[src/rtl/dram_link_sequencer_if.sv]
// Descriptor, DRAM-model and eyeriss handshake bundle for dram_link_sequencer.
// master: sequencer side; slave: descriptor source, DRAM model and eyeriss side.
interface dram_link_sequencer_if #(
    parameter int DATA_WIDTH  = 64,
    parameter int ADDR_WIDTH  = 20,
    parameter int WORDS_WIDTH = 16,
    parameter int TYPE_WIDTH  = 3
);
    // descriptor push
    logic                   desc_valid;
    logic                   desc_ready;
    logic                   desc_dir;
    logic [TYPE_WIDTH-1:0]  desc_type;
    logic [ADDR_WIDTH-1:0]  desc_base;
    logic [WORDS_WIDTH-1:0] desc_words;
    // DRAM model port
    logic                   mem_re;
    logic [ADDR_WIDTH-1:0]  mem_raddr;
    logic [DATA_WIDTH-1:0]  mem_rdata;
    logic                   mem_we;
    logic [ADDR_WIDTH-1:0]  mem_waddr;
    logic [DATA_WIDTH-1:0]  mem_wdata;
    // eyeriss pins
    logic [WORDS_WIDTH-1:0] words_num;
    logic [TYPE_WIDTH-1:0]  transfer_type;
    logic                   start_forward;
    logic                   start_backward;
    logic                   re_from_dram;
    logic [DATA_WIDTH-1:0]  rdata_from_dram;
    logic                   valid_from_dram;
    logic                   we_to_dram;
    logic [DATA_WIDTH-1:0]  wdata_to_dram;
    logic                   transfer_done;

    modport master (
        input  desc_valid, desc_dir, desc_type, desc_base, desc_words,
        input  mem_rdata,
        input  re_from_dram, we_to_dram, wdata_to_dram, transfer_done,
        output desc_ready,
        output mem_re, mem_raddr, mem_we, mem_waddr, mem_wdata,
        output words_num, transfer_type, start_forward, start_backward,
        output rdata_from_dram, valid_from_dram
    );

    modport slave (
        output desc_valid, desc_dir, desc_type, desc_base, desc_words,
        output mem_rdata,
        output re_from_dram, we_to_dram, wdata_to_dram, transfer_done,
        input  desc_ready,
        input  mem_re, mem_raddr, mem_we, mem_waddr, mem_wdata,
        input  words_num, transfer_type, start_forward, start_backward,
        input  rdata_from_dram, valid_from_dram
    );
endinterface

[src/rtl/dram_link_sequencer.sv]
// DRAM-side transfer sequencer: queues descriptors and drives the eyeriss
// forward/backward handshake against a 1-cycle-read DRAM model port.
// Ports: core_clk, reset (sync, active-high), bus (master modport: descriptor
// push, DRAM model port, eyeriss pins), busy, desc_done_cnt, err (sticky).
// Optional: define DRAM_LINK_CHECKSUM_EN to add the 32-bit checksum output.
module dram_link_sequencer #(
    parameter int DATA_WIDTH  = 64,
    parameter int ADDR_WIDTH  = 20,
    parameter int WORDS_WIDTH = 16,
    parameter int TYPE_WIDTH  = 3,
    parameter int DESC_DEPTH  = 8,
    parameter int TIMEOUT     = 4096
) (
    input  logic                  core_clk,
    input  logic                  reset,
    dram_link_sequencer_if.master bus,
    output logic                  busy,
    output logic [15:0]           desc_done_cnt,
    output logic                  err
`ifdef DRAM_LINK_CHECKSUM_EN
    ,
    output logic [31:0]           checksum
`endif
);

    localparam int PTR_W  = $clog2(DESC_DEPTH);
    localparam int DESC_W = 1 + TYPE_WIDTH + ADDR_WIDTH + WORDS_WIDTH;
    localparam int WD_W   = (TIMEOUT > 1) ? $clog2(TIMEOUT) : 1;

    typedef enum logic [2:0] {
        S_IDLE,
        S_LAUNCH,
        S_FWD,
        S_BWD,
        S_WAIT_DONE
    } state_t;

    state_t state;

    logic [DESC_W-1:0]      fifo_mem [DESC_DEPTH];
    logic [PTR_W:0]         wr_ptr;
    logic [PTR_W:0]         rd_ptr;
    logic                   fifo_empty;
    logic                   fifo_full;
    logic                   push;
    logic                   pop;

    logic                   head_dir;
    logic [TYPE_WIDTH-1:0]  head_type;
    logic [ADDR_WIDTH-1:0]  head_base;
    logic [WORDS_WIDTH-1:0] head_words;

    logic                   cur_dir;
    logic [ADDR_WIDTH-1:0]  cur_base;
    logic [WORDS_WIDTH-1:0] cur_words;
    logic [WORDS_WIDTH-1:0] idx;
    logic [ADDR_WIDTH-1:0]  cur_addr;

    logic [WORDS_WIDTH-1:0] words_num_q;
    logic [TYPE_WIDTH-1:0]  type_q;
    logic                   start_fwd_q;
    logic                   start_bwd_q;
    logic                   valid_q;

    logic [WD_W-1:0]        wd_cnt;
    logic                   wd_active;
    logic                   wd_fire;
    logic                   activity;
    logic                   rd_fire;
    logic                   wr_fire;
    logic                   last_word;
    logic                   overrun;
    logic                   retire;

    // ---------------- descriptor FIFO ----------------
    assign fifo_empty = (wr_ptr == rd_ptr);
    assign fifo_full  = (wr_ptr[PTR_W] != rd_ptr[PTR_W]) &&
                        (wr_ptr[PTR_W-1:0] == rd_ptr[PTR_W-1:0]);
    assign pop        = (state == S_IDLE) && !fifo_empty;
    // a pop in the same cycle frees the slot a full FIFO needs
    assign bus.desc_ready = !fifo_full || pop;
    assign push       = bus.desc_valid && bus.desc_ready;

    assign {head_dir, head_type, head_base, head_words} =
        fifo_mem[rd_ptr[PTR_W-1:0]];

    always_ff @(posedge core_clk) begin
        if (push)
            fifo_mem[wr_ptr[PTR_W-1:0]] <= {bus.desc_dir, bus.desc_type,
                                            bus.desc_base, bus.desc_words};
    end

    always_ff @(posedge core_clk) begin
        if (reset) begin
            wr_ptr <= '0;
            rd_ptr <= '0;
        end else begin
            if (push)
                wr_ptr <= wr_ptr + (PTR_W+1)'(1);
            if (pop)
                rd_ptr <= rd_ptr + (PTR_W+1)'(1);
        end
    end

    // ---------------- transfer datapath ----------------
    assign cur_addr  = cur_base + ADDR_WIDTH'(idx);
    assign last_word = (idx == cur_words - WORDS_WIDTH'(1));
    assign rd_fire   = (state == S_FWD) && bus.re_from_dram &&
                       (idx < cur_words);
    assign wr_fire   = (state == S_BWD) && bus.we_to_dram &&
                       (idx < cur_words);
    // in WAIT_DONE every word has been moved, so any further strobe overruns
    assign overrun   = (state == S_WAIT_DONE) &&
                       (cur_dir ? bus.we_to_dram : bus.re_from_dram);
    assign activity  = bus.re_from_dram || bus.we_to_dram ||
                       bus.transfer_done;
    assign wd_active = (state == S_FWD) || (state == S_BWD) ||
                       (state == S_WAIT_DONE);

    generate
        if (TIMEOUT == 0) begin : g_no_wd
            assign wd_fire = 1'b0;
        end else begin : g_wd
            assign wd_fire = wd_active && !activity &&
                             (wd_cnt == WD_W'(TIMEOUT - 1));
        end
    endgenerate

    // a final backward word and transfer_done may share a cycle
    assign retire = wd_fire ||
                    ((state == S_WAIT_DONE) && bus.transfer_done) ||
                    (wr_fire && last_word && bus.transfer_done);

    assign bus.mem_re          = rd_fire;
    assign bus.mem_raddr       = cur_addr;
    assign bus.mem_we          = wr_fire;
    assign bus.mem_waddr       = cur_addr;
    assign bus.mem_wdata       = wr_fire ? bus.wdata_to_dram : '0;
    assign bus.valid_from_dram = valid_q;
    assign bus.rdata_from_dram = valid_q ? bus.mem_rdata : '0;
    assign bus.words_num       = words_num_q;
    assign bus.transfer_type   = type_q;
    assign bus.start_forward   = start_fwd_q;
    assign bus.start_backward  = start_bwd_q;

    assign busy = (state != S_IDLE) || !fifo_empty;

    // ---------------- sequencer FSM ----------------
    always_ff @(posedge core_clk) begin
        if (reset) begin
            state         <= S_IDLE;
            cur_dir       <= 1'b0;
            cur_base      <= '0;
            cur_words     <= '0;
            idx           <= '0;
            words_num_q   <= '0;
            type_q        <= '0;
            start_fwd_q   <= 1'b0;
            start_bwd_q   <= 1'b0;
            valid_q       <= 1'b0;
            wd_cnt        <= '0;
            desc_done_cnt <= '0;
            err           <= 1'b0;
        end else begin
            start_fwd_q <= 1'b0;
            start_bwd_q <= 1'b0;
            valid_q     <= rd_fire;

            if (wd_active && !activity)
                wd_cnt <= wd_cnt + WD_W'(1);
            else
                wd_cnt <= '0;

            if (overrun || wd_fire)
                err <= 1'b1;

            unique case (state)
                S_IDLE: begin
                    if (pop) begin
                        if (head_words == '0) begin
                            desc_done_cnt <= desc_done_cnt + 16'd1;
                        end else begin
                            cur_dir     <= head_dir;
                            cur_base    <= head_base;
                            cur_words   <= head_words;
                            idx         <= '0;
                            words_num_q <= head_words;
                            type_q      <= head_type;
                            start_fwd_q <= !head_dir;
                            start_bwd_q <= head_dir;
                            state       <= S_LAUNCH;
                        end
                    end
                end
                S_LAUNCH: begin
                    state <= cur_dir ? S_BWD : S_FWD;
                end
                S_FWD: begin
                    if (rd_fire) begin
                        idx <= idx + WORDS_WIDTH'(1);
                        if (last_word)
                            state <= S_WAIT_DONE;
                    end
                end
                S_BWD: begin
                    if (wr_fire) begin
                        idx <= idx + WORDS_WIDTH'(1);
                        if (last_word)
                            state <= S_WAIT_DONE;
                    end
                end
                S_WAIT_DONE: begin
                    state <= S_WAIT_DONE;
                end
                default: begin
                    state <= S_IDLE;
                end
            endcase

            // retire overrides the per-state next state above
            if (retire) begin
                desc_done_cnt <= desc_done_cnt + 16'd1;
                words_num_q   <= '0;
                type_q        <= '0;
                state         <= S_IDLE;
            end
        end
    end

`ifdef DRAM_LINK_CHECKSUM_EN
    logic [31:0] csum_q;

    // cleared on the launch edge, frozen after retire until the next launch
    always_ff @(posedge core_clk) begin
        if (reset)
            csum_q <= '0;
        else if (pop && (head_words != '0))
            csum_q <= '0;
        else if (valid_q)
            csum_q <= csum_q + bus.mem_rdata[31:0];
        else if (wr_fire)
            csum_q <= csum_q + bus.wdata_to_dram[31:0];
    end

    assign checksum = csum_q;
`else
    // no checksum state in this build
`endif

endmodule
[src/flat_wrapper.sv]
// flat-port wrapper written by rule: the top's interface ports become plain ports
module dram_link_sequencer_flat 
#(
    parameter int DATA_WIDTH  = 64,
    parameter int ADDR_WIDTH  = 20,
    parameter int WORDS_WIDTH = 16,
    parameter int TYPE_WIDTH  = 3,
    parameter int DESC_DEPTH  = 8,
    parameter int TIMEOUT     = 4096
)
  (core_clk, reset, busy, desc_done_cnt, err, bus_desc_valid, bus_desc_dir, bus_desc_type, bus_desc_base, bus_desc_words, bus_mem_rdata, bus_re_from_dram, bus_we_to_dram, bus_wdata_to_dram, bus_transfer_done, bus_desc_ready, bus_mem_re, bus_mem_raddr, bus_mem_we, bus_mem_waddr, bus_mem_wdata, bus_words_num, bus_transfer_type, bus_start_forward, bus_start_backward, bus_rdata_from_dram, bus_valid_from_dram);
  dram_link_sequencer_if #(.DATA_WIDTH(DATA_WIDTH), .ADDR_WIDTH(ADDR_WIDTH), .WORDS_WIDTH(WORDS_WIDTH), .TYPE_WIDTH(TYPE_WIDTH)) bus_i ();
  input  logic core_clk;
  input  logic reset;
  output logic busy;
  output logic [15:0] desc_done_cnt;
  output logic err;
  input wire logic [$bits(bus_i.desc_valid)-1:0] bus_desc_valid;
  input wire logic [$bits(bus_i.desc_dir)-1:0] bus_desc_dir;
  input wire logic [$bits(bus_i.desc_type)-1:0] bus_desc_type;
  input wire logic [$bits(bus_i.desc_base)-1:0] bus_desc_base;
  input wire logic [$bits(bus_i.desc_words)-1:0] bus_desc_words;
  input wire logic [$bits(bus_i.mem_rdata)-1:0] bus_mem_rdata;
  input wire logic [$bits(bus_i.re_from_dram)-1:0] bus_re_from_dram;
  input wire logic [$bits(bus_i.we_to_dram)-1:0] bus_we_to_dram;
  input wire logic [$bits(bus_i.wdata_to_dram)-1:0] bus_wdata_to_dram;
  input wire logic [$bits(bus_i.transfer_done)-1:0] bus_transfer_done;
  output wire logic [$bits(bus_i.desc_ready)-1:0] bus_desc_ready;
  output wire logic [$bits(bus_i.mem_re)-1:0] bus_mem_re;
  output wire logic [$bits(bus_i.mem_raddr)-1:0] bus_mem_raddr;
  output wire logic [$bits(bus_i.mem_we)-1:0] bus_mem_we;
  output wire logic [$bits(bus_i.mem_waddr)-1:0] bus_mem_waddr;
  output wire logic [$bits(bus_i.mem_wdata)-1:0] bus_mem_wdata;
  output wire logic [$bits(bus_i.words_num)-1:0] bus_words_num;
  output wire logic [$bits(bus_i.transfer_type)-1:0] bus_transfer_type;
  output wire logic [$bits(bus_i.start_forward)-1:0] bus_start_forward;
  output wire logic [$bits(bus_i.start_backward)-1:0] bus_start_backward;
  output wire logic [$bits(bus_i.rdata_from_dram)-1:0] bus_rdata_from_dram;
  output wire logic [$bits(bus_i.valid_from_dram)-1:0] bus_valid_from_dram;
  assign bus_i.desc_valid = bus_desc_valid;
  assign bus_i.desc_dir = bus_desc_dir;
  assign bus_i.desc_type = bus_desc_type;
  assign bus_i.desc_base = bus_desc_base;
  assign bus_i.desc_words = bus_desc_words;
  assign bus_i.mem_rdata = bus_mem_rdata;
  assign bus_i.re_from_dram = bus_re_from_dram;
  assign bus_i.we_to_dram = bus_we_to_dram;
  assign bus_i.wdata_to_dram = bus_wdata_to_dram;
  assign bus_i.transfer_done = bus_transfer_done;
  assign bus_desc_ready = bus_i.desc_ready;
  assign bus_mem_re = bus_i.mem_re;
  assign bus_mem_raddr = bus_i.mem_raddr;
  assign bus_mem_we = bus_i.mem_we;
  assign bus_mem_waddr = bus_i.mem_waddr;
  assign bus_mem_wdata = bus_i.mem_wdata;
  assign bus_words_num = bus_i.words_num;
  assign bus_transfer_type = bus_i.transfer_type;
  assign bus_start_forward = bus_i.start_forward;
  assign bus_start_backward = bus_i.start_backward;
  assign bus_rdata_from_dram = bus_i.rdata_from_dram;
  assign bus_valid_from_dram = bus_i.valid_from_dram;
  dram_link_sequencer #(.DATA_WIDTH(DATA_WIDTH), .ADDR_WIDTH(ADDR_WIDTH), .WORDS_WIDTH(WORDS_WIDTH), .TYPE_WIDTH(TYPE_WIDTH), .DESC_DEPTH(DESC_DEPTH), .TIMEOUT(TIMEOUT)) u_core (.core_clk(core_clk), .reset(reset), .bus(bus_i), .busy(busy), .desc_done_cnt(desc_done_cnt), .err(err));
endmodule
[config.mk]
export PLATFORM = sky130hd
export DESIGN_NAME = dram_link_sequencer_flat
export DESIGN_NICKNAME = d
export VERILOG_FILES = /design/src/rtl/dram_link_sequencer_if.sv /design/src/rtl/dram_link_sequencer.sv /design/src/flat_wrapper.sv
export SDC_FILE = /design/constraint.sdc
export NUM_CORES = 1
export LEC_CHECK = 0
export CORE_MARGIN = 2
export CORE_UTILIZATION = 52
export DETAILED_ROUTE_END_ITERATION = 10
export PLACE_DENSITY = 0.9
export SYNTH_ARGS = -nofsm -noshare
export SYNTH_HDL_FRONTEND = slang
export SYNTH_SLANG_ARGS = --single-unit
[constraint.sdc]
create_clock -name core_clk -period 6.5 [get_ports core_clk]
set_input_delay 1.3 -clock core_clk [delete_from_list [all_inputs] [get_ports core_clk]]
set_output_delay 1.3 -clock core_clk [all_outputs]
set_load 0.005 [all_outputs]
==> results by group <==
Run status
  • Status: completed

Route
  • DRT antenna net count: 0
  • DRT Wirelength: 66.3 mm
  • Pre-antenna DRT Iters: 5
  • 1st-iter DRT viols: 1,484
  • Post-route DRC: 0
  • Via density: 6.02
  • DR vias: around 14k
  • DR WL/cell: around 29 um

Timing
  • Final hold slack: between 0.4 and 0.5 ns
  • Fin. Hold Viols: 0
  • RSZ-0062 raised after global routing: false
  • Worst rel slew slack: a little under a quarter
  • Clk_skew: 0.0191 ns
  • Setup TNS: 0 ns
  • Setup slack after layout: 1.20 ns
  • Max frequency: 189 MHz
  • Worst slew pin tran: roughly 1.1 ns
  • Final Cycle Share: 81.5%
  • Endpoints failing setup: 0
  • Max-slew violations: 0
  • Final worst path period need: 5.30 ns

Floorplan
  • Die width: 198 um
  • Total die area: ~39,000 um2
  • Rows: 70
  • Core area: 36,800 um2
  • Starting Density: approximately 53%
  • Die height: approximately 200 um
  • Ports: 385

Setup path
  • CP max-delay cell: clkdlybuf4s50_1
  • Critical path cell sequence: ha_1 -> inv_1 -> fa_1 -> nor2b_1 -> o21a_1 -> o21ai_0 -> a21oi_1 -> o21ai_0 -> a31oi_1 -> a41o_1 -> o21a_1 -> nor2_1 -> xnor2_1 -> clkdlybuf4s50_1
  • CP Class: reg -> out
  • CP arrival: 4.00 ns
  • Crit Path Max Fanout: 6
  • Startpoint Class: flop
  • Delay of the slowest critical-path stage: 0.57 ns
  • Crit. End Element: output port
  • Crit path required time: 5.20 ns

Clock tree
  • Post-CTS Setup Repair Bufs: 0
  • Clock Path Buffers: 3
  • Reg clk slew, reported paths: about 0.060 ns
  • Cts repair resizes: 0
  • H-tree level count: 2
  • Num CTS Buffers: 42
  • CTS tree: built
  • Clk_lat worst skew: 0.55 ns
  • CTS Root Buffer Type: clkbuf_16
  • CTS Hold Bufs: 0
  • Clock sinks: approximately 440

Pwr
  • Worst VDD drop: roughly 0.00033 V
  • Total power: 8.69 mW
  • Leakage power: around 8.6 nW
  • Power Dens Cells: between 300 and 400 nW/um2

Global routing
  • Gr ovfl total: 0
  • Initial antenna violation count: 33
  • GRT Util Overall: 34.1%
  • Vias in the first global route: 13.7k
  • Largest net degree at the start of global routing: 66
  • First-pass GRT wire length: ~95 mm

Synthesis
  • Yosys cell types: 67
  • Mapped cell area: 19,500 um2
  • #FFs+latches synth: ~440
  • Share of flip-flops with an asynchronous set or reset: 0%
  • Cells after Synth: 1,443
  • Syn nets: 1,656
  • Syn avg cell area: 13.5 um2
  • Ys flop type: edfxtp_1
  • Post-synth EDFFs: 320
  • Warnings, synthesis: 0
  • Sequential-to-total area share from yosys stat: 61.3%

Place
  • Dpl cell area: 23,700 um2
  • Worst slack, placed: 1.64 ns
  • RePlAce Congestion: a little under 1
  • Dpl cells: 2,217
  • Detailed Place HPWL: 47.9 mm
  • IO buf count: 384

Finish
  • Cell Count, Final, Fillers Out: 2,316
  • Area growth syn-to-layout: 28.8%
  • FILL cells: 2,398
  • Total Nets Final: 2,006
  • Final Util: 68.4%
  • Finished Cell Area: 25,100 um2
  • Share of cells above drive strength 1: between 10 and 15%

Job
  • Max Cap Violations: 0

Hold path
  • Hold Path Class: reg -> reg
[layout make-up]
type                            instances  area [um2]  area share (%)
Antenna cell                           23        57.6           0.229
Tap cell                              468         586            2.33
Multi-Input combinational cell        881        7050            28.0
Clock inverter                         21         258            1.02
Timing Repair Buffer                  398        3940            15.7
Sequential cell                       438       12000            47.6
Clock buffer                           55        1150            4.58
Inverter                               32         120           0.478
[worst max-delay path, delay by kind of cell (launching register included)]
kind / cells / cell delay (ns)
AOI/OAI and AO/OA: 7 / 1.35
xor gates and xnor gates: 1 / 0.21
adders and majority gates: 2 / 0.65
buffers and inverters: 2 / 0.63
DFF: 1 / 0.41
and+or+nand+nor: 2 / 0.20
[placed cells by master, fill, tap and decap left out, drive strengths merged, types with 21 or more instances in the layout]
| cell | Yosys | routed |
|---|---|---|
| clkbuf | 45 | 55 |
| mux2i | 29 | 29 |
| a211oi | 27 | 27 |
| clkdlybuf4s50 | 0 | 383 |
| xnor2 | 51 | 51 |
| xor2 | 21 | 21 |
| and3 | 24 | 24 |
| nand3 | 28 | 28 |
| mux4 | 79 | 79 |
| diode | 0 | 23 |
| nand2 | 64 | 64 |
| inv | 32 | 34 |
| and2 | 136 | 136 |
| nor3 | 58 | 58 |
| nor2 | 142 | 142 |
| ha | 38 | 38 |
| dfxtp | 118 | 118 |
| edfxtp | 320 | 320 |
| a21oi | 26 | 26 |
[path summary, 6_finish.rpt]
| kind | end | slack (ns) | cells after the start | startpoint |
|---|---|---|---|---|
| setup / recovery | bus_mem_raddr[16] | 1.20 | 14 | u_core.idx[0] |
| hold reg to reg | u_core.wd_cnt[0] | 0.47 | 1 | u_core.wd_cnt[0] |
| setup reg to reg | u_core.idx[10] | 1.74 | 9 | flop |
| hold / removal | u_core.wd_cnt[0] | 0.47 | 1 | u_core.wd_cnt[0] |
[state kept, by name, indices dropped and copies added (netlist names), 12 cells and up, named ones only]
register,cells
u_core.cur_words,16
u_core.fifo_mem,320
u_core.wd_cnt,12
u_core.bus.words_num,16
u_core.idx,16
u_core.cur_base,20
u_core.desc_done_cnt,16
[cell usage after synthesis, types with 4 or more instances]
library cell / instances / area [um2]
edfxtp_1: 320 / 9610
nor2_1: 142 / 533
and2_1: 135 / 845
dfxtp_1: 118 / 2360
mux4_2: 79 / 1780
nand2_1: 63 / 236
nor3_1: 56 / 280
xnor2_1: 51 / 447
clkbuf_1: 45 / 169
ha_1: 38 / 475
inv_1: 32 / 120
mux2i_1: 29 / 290
nand3_1: 28 / 140
a211oi_1: 27 / 203
a21oi_1: 25 / 125
and3_1: 24 / 150
buf_4: 21 / 158
xor2_1: 21 / 184
nor2b_1: 20 / 125
o21ai_0: 16 / 80.1
buf_1: 14 / 52.6
nand2b_1: 14 / 87.6
nor4_1: 14 / 87.6
buf_2: 10 / 50.1
nand4_1: 9 / 56.3
mux2_2: 8 / 90.1
a21o_1: 7 / 52.6
and4_1: 5 / 43.8
nor3b_1: 5 / 37.5
o211ai_1: 5 / 37.5
or2_2: 5 / 31.3
o21a_1: 4 / 30.0
[power breakdown]
part | total, mW | switching, mW | internal, mW
combinational | 2.61 | 1.35 | 1.26
sequential | 3.56 | 0.313 | 3.25
clock | 2.52 | 1.06 | 1.46
total | 8.69 | 2.72 | 5.97
[layer usage]
layer / track usage [%] / share of wire, % / vias to the layer above
met5: 0 / 0.12 / -
met3: 9.18 / 9.6 / 172
li1: - / - / 6032
met1: 38.1 / 34 / 6847
met4: 22.4 / 6.8 / 12
met2: 57.8 / 50 / 885
[logic make-up (layout without fill, tap and decap cells)]
group / Yosys count / in the layout / synth area share (%)
compound gates: 109 / 109 / 4.14
simple gates: 544 / 544 / 14.7
mux: 117 / 117 / 11.1
flops: 438 / 438 / 61.3
buf+inv: 124 / 506 / 2.93
fa+ha+maj: 39 / 39 / 2.54
other cells: 0 / 23 / 0
xor+xnor: 72 / 72 / 3.23
(Power assumes the default switching activity.)
